### src/rtl/alu_pkg.sv
// Shared definitions for the bit-serial ALU: op codes, FSM state encoding and default width.
package alu_pkg;
  localparam int WIDTH_DEFAULT = 32;

  localparam logic [3:0] OP_AND = 4'b0000;
  localparam logic [3:0] OP_OR  = 4'b0001;
  localparam logic [3:0] OP_ADD = 4'b0010;
  localparam logic [3:0] OP_SUB = 4'b0110;
  localparam logic [3:0] OP_NOR = 4'b1100;
  localparam logic [3:0] OP_SLT = 4'b0111;

  typedef enum logic [1:0] {ST_IDLE = 2'd0, ST_RUN = 2'd1, ST_DONE = 2'd2} state_e;

  // Low two ctrl bits pick the per-bit function; the upper two invert the operands.
  typedef enum logic [1:0] {ALU_AND = 2'b00, ALU_OR = 2'b01, ALU_ADD = 2'b10, ALU_SLT = 2'b11} alu_op_e;

  function automatic logic is_legal(input logic [3:0] code);
    case (code)
      OP_AND, OP_OR, OP_ADD, OP_SUB, OP_NOR, OP_SLT: return 1'b1;
      default:                                        return 1'b0;
    endcase
  endfunction
endpackage

### src/rtl/alu_slice.sv
// One-bit ALU slice: operand invert muxes, AND/OR/full-add and result select.
module alu_slice
  import alu_pkg::*;
(
  input  logic    a,
  input  logic    b,
  input  logic    cin,
  input  logic    inv_a,
  input  logic    inv_b,
  input  alu_op_e op,
  output logic    res,
  output logic    sum,
  output logic    cout
);
  logic aa, bb;

  assign aa   = a ^ inv_a;
  assign bb   = b ^ inv_b;
  assign sum  = aa ^ bb ^ cin;
  assign cout = (aa & bb) | (cin & (aa ^ bb));

  // NOTE: assign a default before the case so every path drives res; no latch is inferred.
  always_comb begin
    res = 1'b0;
    case (op)
      ALU_AND: res = aa & bb;
      ALU_OR:  res = aa | bb;
      ALU_ADD: res = sum;
      default: res = 1'b0;  // SLT: upper bits are zero, bit 0 is patched at the end
    endcase
  end
endmodule

### src/rtl/alu_serial.sv
// Bit-serial ALU: one bit per cycle, LSB first, with valid/ready request and response.
// Define ALU_SERIAL_OVF_EN to add ovf_o and use overflow-corrected SLT.
module alu_serial
  import alu_pkg::*;
#(
  parameter int WIDTH = WIDTH_DEFAULT
) (
  input  logic             clk_i,
  input  logic             rst_i,
  input  logic             req_valid_i,
  output logic             req_ready_o,
  input  logic [3:0]       ctrl_i,
  input  logic [WIDTH-1:0] src1_i,
  input  logic [WIDTH-1:0] src2_i,
  output logic             rsp_valid_o,
  input  logic             rsp_ready_i,
  output logic [WIDTH-1:0] result_o,
  output logic             zero_o,
`ifdef ALU_SERIAL_OVF_EN
  output logic             ovf_o,
`endif
  output logic             illegal_o
);
  localparam int CW = $clog2(WIDTH);

  state_e           state_q, state_d;
  logic [3:0]       ctrl_q;
  logic [WIDTH-1:0] a_q, b_q, acc_q, final_res;
  logic             carry_q;
  logic [CW-1:0]    idx_q;
  logic             accept, last_bit, seed;
  logic             bit_res, bit_sum, bit_cout, less_bit;

  assign accept      = (state_q == ST_IDLE) && req_valid_i;
  assign last_bit    = (idx_q == CW'(WIDTH - 1));
  assign seed        = (ctrl_i == OP_SUB) || (ctrl_i == OP_SLT);
  assign req_ready_o = (state_q == ST_IDLE);
  assign rsp_valid_o = (state_q == ST_DONE);

  alu_slice u_slice (
    .a     (a_q[0]),
    .b     (b_q[0]),
    .cin   (carry_q),
    .inv_a (ctrl_q[3]),
    .inv_b (ctrl_q[2]),
    .op    (alu_op_e'(ctrl_q[1:0])),
    .res   (bit_res),
    .sum   (bit_sum),
    .cout  (bit_cout)
  );

`ifdef ALU_SERIAL_OVF_EN
  logic ovf_bit, ovf_q;
  // Signed overflow: carry into the MSB differs from carry out of it.
  assign ovf_bit  = carry_q ^ bit_cout;
  assign less_bit = bit_sum ^ ovf_bit;
  assign ovf_o    = ovf_q;
`else
  assign less_bit = bit_sum;
`endif

  always_comb begin
    final_res = {bit_res, acc_q[WIDTH-1:1]};
    if (ctrl_q == OP_SLT) final_res[0] = less_bit;
  end

  always_comb begin
    state_d = state_q;
    case (state_q)
      ST_IDLE: if (req_valid_i) state_d = is_legal(ctrl_i) ? ST_RUN : ST_DONE;
      ST_RUN:  if (last_bit)    state_d = ST_DONE;
      ST_DONE: if (rsp_ready_i) state_d = ST_IDLE;
      default:                  state_d = ST_IDLE;
    endcase
  end

  always_ff @(posedge clk_i or posedge rst_i) begin
    if (rst_i) begin
      state_q <= ST_IDLE;
    end else begin
      // NOTE: all registered state uses non-blocking assignment so every flop samples pre-edge values.
      state_q <= state_d;
    end
  end

  always_ff @(posedge clk_i or posedge rst_i) begin
    if (rst_i) begin
      // NOTE: operand/shift registers are reset as well; they are plain flops, not a RAM.
      ctrl_q    <= '0;
      a_q       <= '0;
      b_q       <= '0;
      acc_q     <= '0;
      carry_q   <= 1'b0;
      idx_q     <= '0;
      result_o  <= '0;
      zero_o    <= 1'b1;
      illegal_o <= 1'b0;
`ifdef ALU_SERIAL_OVF_EN
      ovf_q     <= 1'b0;
`endif
    end else if (accept) begin
      ctrl_q  <= ctrl_i;
      a_q     <= src1_i;
      b_q     <= src2_i;
      carry_q <= seed;
      idx_q   <= '0;
      if (!is_legal(ctrl_i)) begin
        result_o  <= '0;
        zero_o    <= 1'b1;
        illegal_o <= 1'b1;
`ifdef ALU_SERIAL_OVF_EN
        ovf_q     <= 1'b0;
`endif
      end
    end else if (state_q == ST_RUN) begin
      a_q     <= a_q >> 1;
      b_q     <= b_q >> 1;
      acc_q   <= {bit_res, acc_q[WIDTH-1:1]};
      carry_q <= bit_cout;
      idx_q   <= idx_q + 1'b1;
      if (last_bit) begin
        result_o  <= final_res;
        zero_o    <= (final_res == '0);
        illegal_o <= 1'b0;
`ifdef ALU_SERIAL_OVF_EN
        ovf_q     <= (ctrl_q[1:0] == ALU_ADD) && ovf_bit;
`endif
      end
    end
  end
endmodule

### config.mk
export PLATFORM = sky130hd
export DESIGN_NAME = alu_serial
export DESIGN_NICKNAME = d
export VERILOG_FILES = /design/src/rtl/alu_pkg.sv /design/src/rtl/alu_slice.sv /design/src/rtl/alu_serial.sv
export SDC_FILE = /design/constraint.sdc
export NUM_CORES = 1
export LEC_CHECK = 0
export CAP_MARGIN = 0
export CORE_MARGIN = 8
export CORE_UTILIZATION = 30
export CTS_CLUSTER_DIAMETER = 50
export CTS_CLUSTER_SIZE = 8
export DETAILED_ROUTE_END_ITERATION = 8
export SLEW_MARGIN = 20
export SYNTH_ARGS = -nofsm -noshare
export SYNTH_HDL_FRONTEND = slang
export SYNTH_SLANG_ARGS = --single-unit
### constraint.sdc
create_clock -name clk_i -period 4.5 [get_ports clk_i]
set_clock_uncertainty 0.05 [all_clocks]
set_input_delay 0.675 -clock clk_i [delete_from_list [all_inputs] [get_ports clk_i]]
set_output_delay 0.675 -clock clk_i [all_outputs]
set_load 0.005 [all_outputs]
==> impl_metrics.tcl <==
set metrics [dict create \
    die_w_um 154.9 \
    clk_pin_slew_ps 60 \
    netlist_area_sq_mm 0.005787 \
    cp_max_fo 21 \
    start_util_pct 30.13 \
    min_from "b_q[8]" \
    p_leak_nw 3.675 \
    startpoint_type "input pin" \
    period_share_pct 58.68 \
    vias 4333 \
    stdcell_area_sq_mm 0.007736 \
    syn_to_final_growth_pct 33.69 \
    ys_seq_area_share_pct 60.99 \
    synth_area_per_cell_sq_um 10.19 \
    dpl-instance-area_sq_mm 0.007102 \
    wire_per_inst_um 14.92 \
    period_needed_ps 2641 \
    hold_viol 0 \
    status "finished, final reports clean" \
    antenna_left 0 \
    grt_max_degree 142 \
    io_pins 108 \
    ctsHoldBuffers 0 \
    min_path_type "reg2reg" \
    r2r-start "state_q[0]" \
    synth_cell_type_count 34 \
    slew_violations 0 \
    grt-ovfl-total 0 \
    ys_warn_count 0 \
    tightestPinTransition_ps 845.7 \
    multiInputGateArea_sq_mm 0.002074 \
    clk_latency_ps 420 \
    r2r_end "idx_q[3]" \
    grt_pass1_vias 4516 \
    fin_tns_setup_ps 0 \
    vias_per_cell 4.605 \
    clockBufferDepth 2 \
    layout_common_cells "nand2_1 (228), dfrtp_1 (140), clkdlybuf4s50_1 (107), a22oi_1 (63), a22o_1 (31)" \
    pre_cts_slack_ps 1433 \
    min_path_cells 2 \
    dr.pass1.iters 5 \
    drc 0 \
    wirelength_um 14040 \
    cap_violations 0 \
    portBuffers 107 \
    core_area_sq_mm 0.01921 \
    die_h_um 154.9 \
    r2r_cells 5 \
    slew_headroom_pct 43.62 \
    grt_first_pass_wirelength_um 23400 \
    synth_nets 645 \
    finalHoldWorstSlack_ps 422.1 \
    cts_tree "done" \
    critPathCaptureType "flip-flop" \
    ys_ff_latch 141 \
    cts_sinks 141 \
    power_density_mw_per_mm2 608.2 \
    rrSetupSlack_ps 2070 \
    fillCellCount 1907 \
    rsz0062_at_grt "false" \
    final_common_cell "nand2_1" \
    worst_slack_ps 1859 \
    p_total_w 0.004705 \
    diodes 0 \
    h-tree-depth 4 \
    ctsResizeCount 0 \
    grtUsageTotal_pct 12.13 \
    numCtsBuffers 17 \
    yosys-top-cells-area "dfrtp_1 (61%), nand2_1 (15%), a22oi_1 (8.2%)" \
    post-cts-setup-buffers 0 \
    hold-path-endpoint "b_q[8]" \
    seqCellArea_sq_mm 0.003530 \
    worstPathRequired_ps 4800 \
    worstSetupPathType "in2reg" \
    yosys.area.top_type "dfrtp_1" \
    nets 740 \
    arrival_ps 2940 \
    drtIter0Drc 346 \
    finalSetupViolations 0 \
    drive_above_1_share_pct 7.101 \
    dieArea_sq_mm 0.02399 \
    cts-root-buf "clkbuf_16" \
    synthCells 568 \
    antenna_found_initial 0 \
    place_congestion 0.6938 \
    synth_top_area_share_pct 60.54 \
    dpl.hpwl_um 8961 \
    rows 51 \
    ir_worst_vdd_v 0.0003554 \
    fmax_mhz 378.7 \
]
[worst max path at each step]
stage,endpoint,slack [ps],startpoint
3_5_place_dp,result_o[25],1430,ctrl_i[1]
3_3_place_gp,result_o[25],1500,ctrl_i[1]
6_report,result_o[25],1860,ctrl_i[1]
5_1_grt,result_o[25],1720,ctrl_i[1]
4_1_cts,result_o[15],1870,ctrl_i[1]
2_1_floorplan,a_q[0],2010,rst_i
[cells in the mapped netlist (all sizes together)]
cell type,count
buf,22
xor2,3
and2,2
nor2,5
nand4,3
nor3b,1
nand4bb,1
or3b,1
inv,7
or4b,1
o2bb2ai,1
mux2i,1
mux2,4
fa,1
a22o,31
o2111ai,1
o21ai,12
nor2b,3
xnor2,1
o211ai,2
clkbuf,16
dfrtp,140
a22oi,63
nand4b,2
ha,4
nor4,7
nand2,228
dfstp,1
o31ai,1
nand2b,2
and3,1
[critical path, cell delays in order]
cell and delay (ps):
clkdlybuf4s50_1 570, or3b_1 390, o2111ai_1 140, and2_1 720, buf_4 290, a22o_1 140
[logic make-up after synthesis]
group	share of synthesized area, %
AOI/OAI and AO/OA	14.59
muxes	0.9513
and+or+nand+nor	18.10
adders and majority gates	1.211
DFF	60.99
buffers and inverters	3.546
xor gates and xnor gates	0.6055
[power by group]
group	switching (W)	internal [W]
Sequential	0.000265	0.00166
Clock	0.000529	0.000969
Combinational	0.000785	0.000494
Total	0.00158	0.00313
[cell type report]
cell class	instances	area share [%]
well taps	265	4.286
multi-input cells	382	26.82
clock buffers	21	6.081
clock inverters	11	2.119
inverters	7	0.3882
repair buffers	114	14.69
flip-flops and latches	141	45.63
[routing by layer]
layer  vias to the layer above  track usage, %  routed length [um]
met2                       109           17.57                6223
met4                         0           4.620                 108
met3                        10           3.883                 829
li1                       2128               -                   -
met5                         -               0                   0
met1                      2086           16.55                6877
[state kept, by name (all words and copies together), names as in the netlist]
name / flops
acc_q: 31
carry_q: 1
state_q: 2
result_o: 32
a_q: 32
zero_o: 1
idx_q: 5
b_q: 32
ctrl_q: 4
illegal_o: 1
[through the flow]
step / util (%) / cells
CTS: 40.28 / 941
global placement: 36.97 / 909
detailed placement: 36.97 / 909
finish: 40.28 / 941
global route: 40.28 / 941
floorplan: - / 568
Power figures use the tool's default switching activity.
